`src/rtl/instr_fetch_unit.sv`:
```
// Instruction fetch unit: fetches the word at pc_in over an imem req/ack handshake,
// presents it to decode over valid/ready, and computes pc_next. Optional trap: FETCH_MISALIGN_TRAP_EN.
module instr_fetch_unit #(
    parameter int unsigned XLEN    = 32,
    parameter int unsigned PC_STEP = 4,
    parameter int unsigned CNT_W   = 32
) (
    input  logic             clock,
    input  logic             reset,
    input  logic [XLEN-1:0]  pc_in,
    output logic [XLEN-1:0]  pc_next,
    output logic             imem_req,
    output logic [XLEN-1:0]  imem_addr,
    input  logic             imem_ack,
    input  logic [XLEN-1:0]  imem_rdata,
    output logic             instr_valid,
    input  logic             instr_ready,
    output logic [XLEN-1:0]  instr_out,
    output logic [XLEN-1:0]  instr_pc,
    input  logic             redirect_valid,
    input  logic [XLEN-1:0]  redirect_target,
    output logic [CNT_W-1:0] fetch_count,
    output logic             trap
);

    localparam logic [1:0] S_FETCH    = 2'd0;
    localparam logic [1:0] S_WAIT_ACK = 2'd1;
    localparam logic [1:0] S_ISSUE    = 2'd2;
`ifdef FETCH_MISALIGN_TRAP_EN
    localparam logic [1:0] S_TRAP     = 2'd3;
`endif

    logic [1:0]       state_q, state_d;
    logic [XLEN-1:0]  addr_q, addr_d;
    logic [XLEN-1:0]  instr_q, instr_d;
    logic [XLEN-1:0]  ipc_q, ipc_d;
    logic [XLEN-1:0]  tgt_q, tgt_d;
    logic [CNT_W-1:0] cnt_q, cnt_d;
    logic             pend_q, pend_d;
    logic             drop_q, drop_d;
    logic             req_c;
    logic [XLEN-1:0]  raw_addr;

    always_comb begin
        state_d = state_q;
        addr_d  = addr_q;
        instr_d = instr_q;
        ipc_d   = ipc_q;
        tgt_d   = tgt_q;
        cnt_d   = cnt_q;
        pend_d  = pend_q;
        drop_d  = drop_q;
        pc_next = pc_in;
        req_c   = 1'b0;
        case (state_q)
            S_FETCH: begin
`ifdef FETCH_MISALIGN_TRAP_EN
                if (pc_in[1:0] != 2'b00) begin
                    state_d = S_TRAP;
                    ipc_d   = pc_in;
                end else
`endif
                begin
                    req_c  = 1'b1;
                    addr_d = pc_in;
                    if (redirect_valid && imem_ack) begin
                        pc_next = redirect_target;
                        pend_d  = 1'b0;
                        drop_d  = 1'b0;
                    end else if (redirect_valid) begin
                        tgt_d   = redirect_target;
                        pend_d  = 1'b1;
                        drop_d  = 1'b1;
                        state_d = S_WAIT_ACK;
                    end else if (imem_ack) begin
                        instr_d = imem_rdata;
                        ipc_d   = pc_in;
                        state_d = S_ISSUE;
                    end else begin
                        state_d = S_WAIT_ACK;
                    end
                end
            end
            S_WAIT_ACK: begin
                req_c = 1'b1;
                // A redirect seen with or before the ack kills the response; newest target wins.
                if (imem_ack && (redirect_valid || drop_q)) begin
                    pc_next = redirect_valid ? redirect_target : tgt_q;
                    pend_d  = 1'b0;
                    drop_d  = 1'b0;
                    state_d = S_FETCH;
                end else if (redirect_valid) begin
                    tgt_d  = redirect_target;
                    pend_d = 1'b1;
                    drop_d = 1'b1;
                end else if (imem_ack) begin
                    instr_d = imem_rdata;
                    ipc_d   = addr_q;
                    state_d = S_ISSUE;
                end
            end
            S_ISSUE: begin
                if (instr_ready) begin
                    if (redirect_valid) begin
                        pc_next = redirect_target;
                    end else if (pend_q) begin
                        pc_next = tgt_q;
                    end else begin
                        pc_next = ipc_q + XLEN'(PC_STEP);
                    end
                    cnt_d   = cnt_q + CNT_W'(1);
                    pend_d  = 1'b0;
                    state_d = S_FETCH;
                end else if (redirect_valid) begin
                    tgt_d  = redirect_target;
                    pend_d = 1'b1;
                end
            end
`ifdef FETCH_MISALIGN_TRAP_EN
            S_TRAP: begin
                state_d = S_TRAP;
            end
`endif
            default: state_d = S_FETCH;
        endcase
    end

    always_ff @(posedge clock or negedge reset) begin
        if (!reset) begin
            state_q <= S_FETCH;
            addr_q  <= '0;
            instr_q <= '0;
            ipc_q   <= '0;
            tgt_q   <= '0;
            cnt_q   <= '0;
            pend_q  <= 1'b0;
            drop_q  <= 1'b0;
        end else begin
            state_q <= state_d;
            addr_q  <= addr_d;
            instr_q <= instr_d;
            ipc_q   <= ipc_d;
            tgt_q   <= tgt_d;
            cnt_q   <= cnt_d;
            pend_q  <= pend_d;
            drop_q  <= drop_d;
        end
    end

    // Reset state is FETCH, so the request is gated by reset to drop it asynchronously.
    assign imem_req    = req_c & reset;
    assign raw_addr    = (state_q == S_FETCH) ? pc_in : addr_q;
    assign instr_valid = (state_q == S_ISSUE);
    assign instr_out   = instr_q;
    assign instr_pc    = ipc_q;
    assign fetch_count = cnt_q;
`ifdef FETCH_MISALIGN_TRAP_EN
    assign imem_addr   = raw_addr;
    assign trap        = (state_q == S_TRAP);
`else
    assign imem_addr   = raw_addr & ~XLEN'(3);
    assign trap        = 1'b0;
`endif

endmodule

```
`config.mk`:
```
export PLATFORM = sky130hd
export DESIGN_NAME = instr_fetch_unit
export DESIGN_NICKNAME = d
export VERILOG_FILES = /design/src/rtl/instr_fetch_unit.sv
export SDC_FILE = /design/constraint.sdc
export NUM_CORES = 1
export LEC_CHECK = 0
export CORE_MARGIN = 2
export CORE_UTILIZATION = 50
export CTS_BUF_LIST = sky130_fd_sc_hd__clkbuf_8
export CTS_CLUSTER_SIZE = 25
export DETAILED_ROUTE_END_ITERATION = 7
export PLACE_DENSITY = 0.83
export REMOVE_ABC_BUFFERS = 1
export SLEW_MARGIN = 20
export SYNTH_ARGS = -nofsm -noshare
export SYNTH_HDL_FRONTEND = slang
export SYNTH_SLANG_ARGS = --single-unit
export TNS_END_PERCENT = 5
```
`constraint.sdc`:
```
create_clock -name clock -period 6.24 [get_ports clock]
set_input_delay 0.936 -clock clock [delete_from_list [all_inputs] [get_ports clock]]
set_output_delay 0.936 -clock clock [all_outputs]
set_load 0.1 [all_outputs]
```
==> run_results.csv <==
group,metric,value,unit
global_routing,grt_max_degree,66,
floorplan,coreArea,18520,µm²
critical_path,start_kind,"input pin",
critical_path,critPathTopFamily,"buffers and inverters",
clock_network,clk_path_buf_depth,2,
floorplan,rows,50,
clock_network,cts_tree,"built",
detailed_routing,ant_nets,0,
global_routing,grt_pass1_wl,45510,µm
final_layout,area_growth,33.60,%
floorplan,die_w,140.9,µm
final_layout,nFillCells,1435,
clock_network,cts_inserted_buffers,17,
yosys,ys.warnings.count,0,
timing,maxSlewViolCount,0,
worst_hold_path,hold_path_class,"input pin to async pin",
final_layout,multi_input_comb_area,4945,µm²
yosys,ys_types,69,
global_routing,grt-ovfl-total,0,
placed_design,pre_cts_ws,1716,ps
clock_network,clkTransAtPathRegs,100,ps
yosys,async_reset_ff_share,100.0,%
timing,worst_slew_margin_rel,20.11,%
clock_network,clock-sinks,164,
timing,fin_setup_tns,0,ps
yosys,synthFlopType,"dfrtp_1",
timing,period_needed,4611,ps
critical_path,crit_top_cell,"buf_4",
critical_path,crit_chain,"clkdlybuf4s50_1 > nand2_1 > buf_4 > mux2i_1 > o22ai_1 > a221oi_1 > o21ai_1 > buf_4",
yosys,synth_cells,904,
final_layout,drive_above_1_share,17.24,%
yosys,yosysSeqAreaShare,43.82,%
final_layout,final_util,67.57,%
critical_path,critPathMaxFanout,19,
critical_path,reg2reg_depth,7,
final_layout,nNetsFinal,1249,
clock_network,post_cts_buffers,0,
final_layout,final_cell_mix,"clkdlybuf4s50_1, dfrtp_1, mux2_2, nand2_1, mux2i_1",
timing,finClkSkew,16.23,ps
critical_path,critPathSlowestCell,"clkdlybuf4s50_1",
critical_path,path_buf_inv,3,
detailed_routing,routed_via_density,6.147,
global_routing,antenna_found_initial,1,
detailed_routing,drc,0,
detailed_routing,wirelength,29290,µm
clock_network,cts-resized-gates,0,
floorplan,start_util,50.57,%
placed_design,port-buffer-count,260,
critical_path,arrival,3680,ps
placed_design,dp_hpwl,20690,µm
detailed_routing,dr.pass1.iters,6,
critical_path,cp.required,5300,ps
yosys,ys_ff_latch,164,
critical_path,endpoint_kind,"primary output",
detailed_routing,drt-initial-drc-count,1049,
timing,finalHoldViolCount,0,
clock_network,cts-root-buf,"clkbuf_8",
yosys,synth_area,9365,µm²
timing,post-route-period-util,73.90,%
critical_path,critPathKind,"input pin to primary output",
run,cap_violations,0,
status,status,"completed",
floorplan,die_area,19840,µm²
detailed_routing,routedWlPerCell,21.09,µm
timing,worst_slack,1629,ps
timing,rsz0062_at_grt,"no",
clock_network,clock_latency,480,ps
final_layout,layout.area.seq,4104,µm²
global_routing,grt_usage,29.25,%
critical_path,path_depth,8,
yosys,syn_avg_cell_area,10.36,µm²
clock_network,h-tree-depth,4,
detailed_routing,num_vias,8538,
floorplan,io_pins,264,
critical_path,critPathMaxStageDelay,620,ps
clock_network,hold_buffers,0,
final_layout,layout_commonest_cell,"clkdlybuf4s50_1",
timing,worst_pin_slew,1194,ps
timing,setup_viol,0,
timing,max_freq,216.9,MHz
placed_design,routabilityCongestion,0.9215,
floorplan,die_h,140.9,µm
global_routing,grt_pass1_vias,8123,
yosys,synth-edff-count,0,
## area by class of cell
type                    instances  area share (%)
multi-input cells             663           39.52
flip-flops and latches        164           32.80
repair buffers                279           21.27
well taps                     234           2.340
clock buffers                  18           1.980
clock inverters                14           1.590
inverters                      16          0.4800
diodes                          1         0.02000
## worst paths after layout
check                                start              end  slack, ps
min reg2reg                fetch_count[31]  fetch_count[31]        480
min in group clock         fetch_count[31]  fetch_count[31]        480
max                               imem_ack      pc_next[27]       1630
max reg2reg                     state_q[1]        tgt_q[21]       3050
max in group asynchronous            reset  fetch_count[19]       3860
min                                  reset     instr_pc[21]        330
## flip-flops by register name, indices dropped and copies added (netlist names)
register and cells:
pend_q 1, tgt_q 32, addr_q 32, state_q 2, instr_out 32, drop_q 1
fetch_count 32, instr_pc 32
## through the flow
stage	instance area (µm²)	hold WS, ps	cells
2_1_floorplan	9101	465.5	843
4_1_cts	12510	330.8	1388
5_1_grt	12510	335.0	1389
3_3_place_gp	12060	458.2	1356
3_5_place_dp	12060	463.6	1356
6_report	12510	332.9	1389
## synth_stat cells, drive strengths merged (3+ instances only)
| cell type | number | share of area [%] |
|---|---|---|
| dfrtp | 164 | 44 |
| mux2 | 107 | 13 |
| nand2 | 95 | 3.8 |
| o21ai | 64 | 3.4 |
| mux2i | 62 | 6.6 |
| clkbuf | 36 | 1.4 |
| nor2 | 28 | 1.1 |
| buf | 27 | 1.5 |
| a22oi | 25 | 2.0 |
| nand3 | 25 | 1.4 |
| xnor2 | 25 | 2.3 |
| xor2 | 25 | 2.3 |
| a21oi | 23 | 1.2 |
| nand4 | 15 | 1.2 |
| o22ai | 15 | 1.0 |
| inv | 14 | 0.56 |
| nor3 | 14 | 0.91 |
| and3 | 13 | 0.87 |
| o221ai | 12 | 1.1 |
| o22a | 10 | 0.94 |
| a222oi | 8 | 0.86 |
| ha | 7 | 0.94 |
| nor4 | 7 | 0.53 |
| a22o | 6 | 0.56 |
| a21o | 5 | 0.40 |
| and2 | 5 | 0.33 |
| and4 | 5 | 0.47 |
| nor2b | 5 | 0.33 |
| o211ai | 5 | 0.40 |
| a221oi | 4 | 0.37 |
| a2bb2oi | 4 | 0.37 |
| a211oi | 3 | 0.24 |
| a221o | 3 | 0.32 |
| a31o | 3 | 0.28 |
| o41ai | 3 | 0.36 |
| or3 | 3 | 0.20 |
## per-layer routing
metal	global-route usage (%)	up-vias	wire length [µm]
met5	0	-	0
met1	39.61	4192	12030
met4	10.84	0	916
met3	6.624	72	2526
li1	-	3818	-
met2	46.32	456	13820
## kinds of logic after synthesis
family / count (synthesis) / share of synthesized area [%]
multiplexers: 169 / 19.49
AND/OR/NAND/NOR: 222 / 11.74
adder cells (fa/ha/maj): 7 / 0.9352
AO/OA/AOI/OAI: 212 / 15.75
flip-flops: 164 / 43.82
XOR/XNOR: 50 / 4.676
other: 1 / 0.04004
buffers and inverters: 79 / 3.540
Power is not shown: default switching activity piles up to over one toggle a cycle in this logic, so the estimate is an artifact.
